[src/rtl/bcd_counter_pkg.sv]
// Shared BCD types, digit limits and validity helper for the up/down counter.
package bcd_counter_pkg;

  typedef logic [3:0] bcd_digit_t;

  localparam bcd_digit_t BCD_MAX = 4'd9;
  localparam bcd_digit_t BCD_MIN = 4'd0;

  function automatic logic is_valid_bcd(input bcd_digit_t d);
    return d <= BCD_MAX;
  endfunction

endpackage

[src/rtl/bcd_digit_cell.sv]
// One BCD digit register with its increment/decrement and carry/borrow logic.
module bcd_digit_cell
  import bcd_counter_pkg::*;
(
  input  logic       clock,
  input  logic       reset_n,
  input  logic       load,
  input  bcd_digit_t load_digit,
  input  logic       carry_in,
  input  logic       borrow_in,
  output bcd_digit_t digit,
  output logic       carry_out,
  output logic       borrow_out
);

  // A digit only ripples onward when it rolls over, so carries chain within one cycle.
  assign carry_out  = carry_in  && (digit == BCD_MAX);
  assign borrow_out = borrow_in && (digit == BCD_MIN);

  always_ff @(posedge clock or negedge reset_n) begin
    if (!reset_n) begin
      digit <= BCD_MIN;
    end else if (load) begin
      digit <= is_valid_bcd(load_digit) ? load_digit : BCD_MIN;
    end else if (carry_in) begin
      digit <= carry_out ? BCD_MIN : digit + 4'd1;
    end else if (borrow_in) begin
      digit <= borrow_out ? BCD_MAX : digit - 4'd1;
    end
  end

endmodule

[src/rtl/bcd_updown_counter.sv]
// Multi-digit BCD up/down counter with load, wrap or saturate at the limits,
// and cascadable terminal output.
module bcd_updown_counter
  import bcd_counter_pkg::*;
#(
  parameter int DIGITS   = 4,
  parameter bit SATURATE = 1'b0
) (
  input  logic                clock,
  input  logic                reset_n,
  input  logic                enable,
  input  logic                up_down,
  input  logic                load,
  input  logic [4*DIGITS-1:0] load_value,
  output logic [4*DIGITS-1:0] count,
  output logic                terminal,
  output logic                wrap,
  output logic                load_error
);

  logic [DIGITS:0] carry;
  logic [DIGITS:0] borrow;
  bcd_digit_t      digits [DIGITS];
  logic            at_max;
  logic            at_min;
  logic            load_bad;
  logic            step;
  logic            limit_cross;

  always_comb begin
    at_max   = 1'b1;
    at_min   = 1'b1;
    load_bad = 1'b0;
    for (int i = 0; i < DIGITS; i++) begin
      at_max   = at_max && (digits[i] == BCD_MAX);
      at_min   = at_min && (digits[i] == BCD_MIN);
      load_bad = load_bad || !is_valid_bcd(load_value[4*i +: 4]);
    end
  end

  assign terminal = enable && (up_down ? at_max : at_min);

  // In saturating mode the step is suppressed at the limit so the count holds.
  assign step      = enable && !(SATURATE && terminal);
  assign carry[0]  = step && up_down;
  assign borrow[0] = step && !up_down;

  // A rollover shows up as a carry/borrow leaving the top digit.
  assign limit_cross = SATURATE ? terminal : (carry[DIGITS] || borrow[DIGITS]);

  for (genvar i = 0; i < DIGITS; i++) begin : g_digit
    bcd_digit_cell u_cell (
      .clock      (clock),
      .reset_n    (reset_n),
      .load       (load),
      .load_digit (load_value[4*i +: 4]),
      .carry_in   (carry[i]),
      .borrow_in  (borrow[i]),
      .digit      (digits[i]),
      .carry_out  (carry[i+1]),
      .borrow_out (borrow[i+1])
    );
    assign count[4*i +: 4] = digits[i];
  end

  always_ff @(posedge clock or negedge reset_n) begin
    if (!reset_n) begin
      wrap       <= 1'b0;
      load_error <= 1'b0;
    end else begin
      wrap       <= !load && limit_cross;
      load_error <= load && load_bad;
    end
  end

endmodule
[config.mk]
export PLATFORM = sky130hd
export DESIGN_NAME = bcd_updown_counter
export DESIGN_NICKNAME = d
export VERILOG_FILES = /design/src/rtl/bcd_counter_pkg.sv /design/src/rtl/bcd_digit_cell.sv /design/src/rtl/bcd_updown_counter.sv
export SDC_FILE = /design/constraint.sdc
export NUM_CORES = 1
export LEC_CHECK = 0
export CAP_MARGIN = 10
export CORE_ASPECT_RATIO = 0.8
export CORE_MARGIN = 1
export CORE_UTILIZATION = 40
export CTS_CLUSTER_DIAMETER = 40
export DETAILED_ROUTE_END_ITERATION = 8
export DONT_BUFFER_PORTS = 1
export MAX_ROUTING_LAYER = met4
export PLACE_DENSITY = 0.55
export SLEW_MARGIN = 15
export SYNTH_ARGS = -nofsm -noshare
export SYNTH_HDL_FRONTEND = slang
export SYNTH_SLANG_ARGS = --single-unit
[constraint.sdc]
create_clock -name clock -period 2.1 [get_ports clock]
set_input_delay 0.315 -clock clock [delete_from_list [all_inputs] [get_ports clock]]
set_output_delay 0.315 -clock clock [all_outputs]
set_load 0.005 [all_outputs]
Yosys cells after proc, flatten, opt, wreduce, memory -nomap -nowiden
Cells that the tools add are included.
Operators by class
  equal/unequal tests: 4
  mux-type cells: 25
  $lt $le $gt $ge: 4
  add/sub/neg operators: 8
  reduce and logical (&&, ||, !) cells: 37
Operators with widths (number)
  $mux W4: 24
  $logic_and A1 B1 Y1: 19
  $add A4 B1 Y4 const B: 4
  $eq A4 B4 Y1 const B: 4
  $le A4 B4 Y1 const B: 4
  $logic_not A4 Y1: 4
  $sub A4 B1 Y4 const B: 4
  $reduce_bool A3 Y1: 4
  $logic_not A1 Y1: 6
  $logic_or A1 B1 Y1: 4
  $mux W1: 1
Storage, ports and cells
  bits of input ports: 21
  flip-flop bits (word level): 18

Longest topological paths before layout
Gate-level depths: netlist (run 1).
  depth after elaboration: 10
  depth in mapped cells: 7
  mapped depth without buffers: 7

By module
A second synthesis (run 1) with hierarchy kept.
Unflattened totals
  cell total of the unflattened synthesis: 236
  area, all modules: 1898.1 um2
By module, submodules not included
  bcd_digit_cell: times used 4, cells an instance 53, area an instance 430.4 um2
  bcd_updown_counter: times used 1, cells an instance 24, area an instance 176.4 um2

Least setup slack after synthesis (run 1)
No wires, ideal clock.
  path type: register to register
  start point: register g_digit[2].u_cell.digit[0]
  end point: register g_digit[3].u_cell.digit[0]
  clock period less this slack: 1.974 ns
  library setup time: 0.139 ns
  path slack: 0.126 ns
  stages on the path, launching flop included: 8
  data required time: 1.961 ns
  arrival: 1.834 ns
  path through: dfrtp_1 inv_1 ha_1 nor3b_1 and4_1 or3_2 o311ai_0 o21ai_0
On the way
  word-level cells in the longest chain between the ends: 7
  elaborated cells on any way between the ends: 12
  classes of those cells: eq/ne: 1; mux: 5; reduce/logical: 6
Ends and longest elaborated chain
  from (decl): RTL line bcd_digit_cell.sv:11  | output bcd_digit_t digit,
  from (signal assigned): RTL line bcd_digit_cell.sv:24  | digit <= is_valid_bcd(load_digit) ? load_digit : BCD_MIN;
  from (signal assigned): RTL line bcd_digit_cell.sv:26  | digit <= carry_out ? BCD_MIN : digit + 4'd1;
  from (signal assigned): RTL line bcd_digit_cell.sv:28  | digit <= borrow_out ? BCD_MAX : digit - 4'd1;
  $logic_not A4 Y1: RTL line bcd_digit_cell.sv:18  | assign borrow_out = borrow_in && (digit == BCD_MIN);
  $logic_and A1 B1 Y1 (2 in a row): RTL line bcd_digit_cell.sv:18
  $mux W4: RTL line bcd_digit_cell.sv:28
  $mux W4: RTL line bcd_digit_cell.sv:27  | end else if (borrow_in) begin
  $mux W4: RTL line bcd_digit_cell.sv:25  | end else if (carry_in) begin
  $mux W4: RTL line bcd_digit_cell.sv:23  | end else if (load) begin
  to (signal assigned): RTL line bcd_digit_cell.sv:24
  to (signal assigned): RTL line bcd_digit_cell.sv:26
  to (signal assigned): RTL line bcd_digit_cell.sv:28
  to (decl): RTL line bcd_digit_cell.sv:11
Several ways; a longest one is shown, not always the timed one. The select of a mux whose other input is x is not followed.
A chain may end at the register's enable or synchronous reset.

Final worst setup path (run 1)
  start point: register g_digit[1].u_cell.digit[0]
  end point: output terminal
On the way
  word-level cells in the longest chain between the ends: 6
  elaborated cells on any way between the ends: 10
  classes of those cells: eq/ne: 1; mux: 1; reduce/logical: 8
Ends and longest elaborated chain
  from (decl): RTL line bcd_digit_cell.sv:11
  from (signal assigned): RTL line bcd_digit_cell.sv:24
  from (signal assigned): RTL line bcd_digit_cell.sv:26
  from (signal assigned): RTL line bcd_digit_cell.sv:28
  $eq A4 B4 Y1 / $logic_not A4 Y1 (equally long branches): RTL line bcd_updown_counter.sv:35, bcd_updown_counter.sv:36
  $logic_and A1 B1 Y1, on equally long branches (3 in a row): RTL line bcd_updown_counter.sv:35, bcd_updown_counter.sv:36
  $mux W1 *: RTL line bcd_updown_counter.sv:41  | assign terminal = enable && (up_down ? at_max : at_min);
  $logic_and A1 B1 Y1 *: RTL line bcd_updown_counter.sv:41
  to (decl): RTL line bcd_updown_counter.sv:16  | output logic terminal,
Every way passes the cells marked *; elsewhere a longest branch is shown, timed or not.

==> results of run 1 <==
registers in the layout, indices dropped and copies added, names as in the netlist:
name,count
wrap,1
load_error,1
g_digit.u_cell.digit,16
through the flow:
stage	setup TNS (ns)	cell area, um^2	setup slack [ns]
after floorplan	0	1740	0.126
after global placement	0	1860	0.00833
after detailed placement	-0.0366	1860	-0.0366
after CTS	-0.0140	1960	-0.0140
after global routing	-0.0374	2050	-0.0280
final	0	2050	0.0182
final timing paths:
kind,startpoint,end,slack (ns),cells after the start
worst max-delay path,g_digit[1].u_cell.digit[0]$_DFFE_PN0P_,terminal,0.02,7
worst min-delay path,load_value[3],g_digit[0].u_cell.digit[1]$_DFFE_PN0P_,0.13,1
worst max register to register,g_digit[0].u_cell.digit[1]$_DFFE_PN0P_,g_digit[2].u_cell.digit[3]$_DFFE_PN0P_,0.13,8
worst min register to register,g_digit[1].u_cell.digit[0]$_DFFE_PN0P_,g_digit[1].u_cell.digit[0]$_DFFE_PN0P_,0.64,3
max in group asynchronous,reset_n,g_digit[3].u_cell.digit[2]$_DFFE_PN0P_,0.87,1
min in group asynchronous,reset_n,g_digit[1].u_cell.digit[2]$_DFFE_PN0P_,0.64,1
cell type report:
class,instances,area (um^2)
clock buffer,4,55.1
fill,400,2120
inverter,13,48.8
multi-input combinational,175,1280
sequential,18,450
tap,57,71.3
timing repair buffer,19,145
worst register-to-register path: stages (launching register included):
cell	delay, ns
dfrtp_1	0.38
inv_1	0.14
ha_4	0.17
nand3b_1	0.21
buf_4	0.22
o31a_2	0.32
nand2_2	0.14
nand3_1	0.08
a32o_1	0.20
kinds of logic (layout without fill, tap and decap cells):
| kind of cell | Yosys count | in the layout | synth area share [%] |
|---|---|---|---|
| AND/OR/NAND/NOR | 95 | 95 | 31.8 |
| AO/OA/AOI/OAI | 59 | 59 | 23.4 |
| flip-flops | 18 | 18 | 25.9 |
| adder cells (fa/ha/maj) | 16 | 16 | 11.5 |
| buffers and inverters | 20 | 36 | 4.82 |
| XOR/XNOR | 4 | 4 | 2.02 |
| multiplexers | 1 | 1 | 0.576 |
report_power, final:
part | internal [mW] | switching, mW
combinational | 0.252 | 0.272
clock | 0.167 | 0.137
sequential | 0.397 | 0.0821
total | 0.815 | 0.492
cell usage after synthesis (all sizes together), types with 2 or more instances:
cell,count
nor3b,4
o22a,2
a32oi,2
o21ai,16
o22ai,2
and3b,2
inv,13
nand3b,8
o211ai,2
a41oi,2
buf,3
ha,16
xnor2,3
a21oi,10
nor4b,2
o311ai,3
a22o,2
dfrtp,18
and3,3
or3,5
a31oi,2
nand2,22
and2,3
o21a,5
nand2b,3
nand4,3
clkbuf,4
nand3,15
nor2,13
nor3,8
what timing repair did:
action	in CTS	in global routing
gates resized for setup	3	15
hold endpoints to repair	18	0
setup endpoints to repair	2	5
hold buffers	1	0
setup buffers	2	4
pin swaps	1	5
routing by layer:
layer / track usage, % / share of wire [%] / vias up
li1: - / - / 824
met1: 30.3 / 46 / 811
met2: 33.3 / 46 / 64
met3: 4.82 / 7.3 / 6
met4: 3.17 / 0.54 / 0
met5: - / 0 / -
==> impl_metrics.yaml, run 1 <==
clock_tree:
  clk_pin_slew_worst_paths_ns: 0.08
  clockRootBuffer: "clkbuf_8"
  clockBufferDepth: 2
  cts_buffers: 3
  htreeDepth: 1
  cts_tree: "yes"
  clk-insertion-delay-late_ns: 0.26
  cts_sinks: 18
placed_design:
  dpl.hpwl_mm: 3.51
  portBuffers: 0
  dp_cells: 275
  place_congestion: 0.829
global_route:
  overflow: 0
  grt_pass1_vias: 1573
  grt_first_pass_wirelength_mm: 7.29
  grt_max_degree: 34
  grt_use_total_pct: 21.8
  antenna_found_initial: 0
floorplanning:
  rows: 21
  die-area_mm2: 0.00461
  die_w_um: 75.7
  fp.coreArea_mm2: 0.00418
  pin_count: 40
  die_y_um: 61.0
  initial_utilization_pct: 41.6
timing:
  hold_viol_final: 0
  relSlewSlack_pct: 36.2
  timing.fmax_ghz: 0.480
  final.min_clock_period_ns: 2.08
  worstMarginPinSlew_ns: 0.953
  finClkSkew_ns: 0.00559
  drv_slew: 0
  hold_ws_ns: 0.135
  finalCritPeriodShare_pct: 99.1
  setup_viol: 0
worst_setup_path:
  crit_slowest_cell: "dfrtp_1"
  cp_num_buf_inv: 2
  crit_path_end_kind: "output port"
  crit_path_max_incr_delay_ns: 0.40
  worstSetupStartpointType: "flop"
  crit_family: "simple AND/OR/NAND/NOR gates"
  cp.arrival_ns: 1.77
  critical_path_required_ns: 1.78
  critPathKind: "flop to output port"
  path_cells: "inv_1 -> ha_1 -> nor3b_2 -> buf_4 -> nand4_1 -> nor2_4 -> a21o_2"
  cp_max_fo: 4
layout:
  nets: 267
  fin_util_pct: 49.2
  drive_gt1_share_pct: 18.3
  final_common_cell: "nand2_1"
  final_cell_count_no_fill: 286
  layout_common_cells: "21 x nand2_1, 18 x dfrtp_1, 18 x buf_4, 15 x o21ai_0, 15 x nand3_1"
  area_growth_pct: 18.2
  diodes: 0
synth:
  synth-seq-area-share_pct: 25.9
  syn_area_mm2: 0.00174
  yosysWarnings: 0
  ys_ff_latch: 18
  yosys.area.top_type: "dfrtp_1"
  yosysTopAreaCellShare_pct: 25.9
  synth_edf_count: 0
  synthesis.nets: 250
  ys_types: 55
  avgSynthCellArea_um2: 8.16
  syn-instance-count: 213
  yosys-top-cells-area: "dfrtp_1 26%, ha_1 12%, nand2_1 4.8%"
  async_flop_share_pct: 100
  ys.flop_type: "dfrtp_1"
routing:
  drt_iter0_markers: 69
  detail-route-antenna-nets: 0
  vias: 1705
  wl_per_cell_um: 17.0
  drc: 0
  firstDrtPassIters: 5
  via_per_inst: 5.96
  routed_wl_mm: 4.86
power_and_ir_drop:
  vdd_drop_max_v: 0.000322
  leakage_nw: 0.914
  power.total_mw: 1.31
  p_per_area_mw_per_mm2: 636
job:
  max-cap-violations: 0
min_path:
  hp-class: "input port to flop"
run_status:
  status: "completed"
Note: power is estimated with default switching activity, not from simulation.
==> run 2, diff against run 1 <==
--- a/config.mk
+++ b/config.mk
@@ -9,7 +9,7 @@
 export CORE_ASPECT_RATIO = 0.8
 export CORE_MARGIN = 1
 export CORE_UTILIZATION = 40
-export CTS_CLUSTER_DIAMETER = 40
+export CTS_CLUSTER_DIAMETER = 80
 export DETAILED_ROUTE_END_ITERATION = 8
 export DONT_BUFFER_PORTS = 1
 export MAX_ROUTING_LAYER = met4
==> results of run 2 <==
Final layout, timing and power as in run 1 (identical DEF).
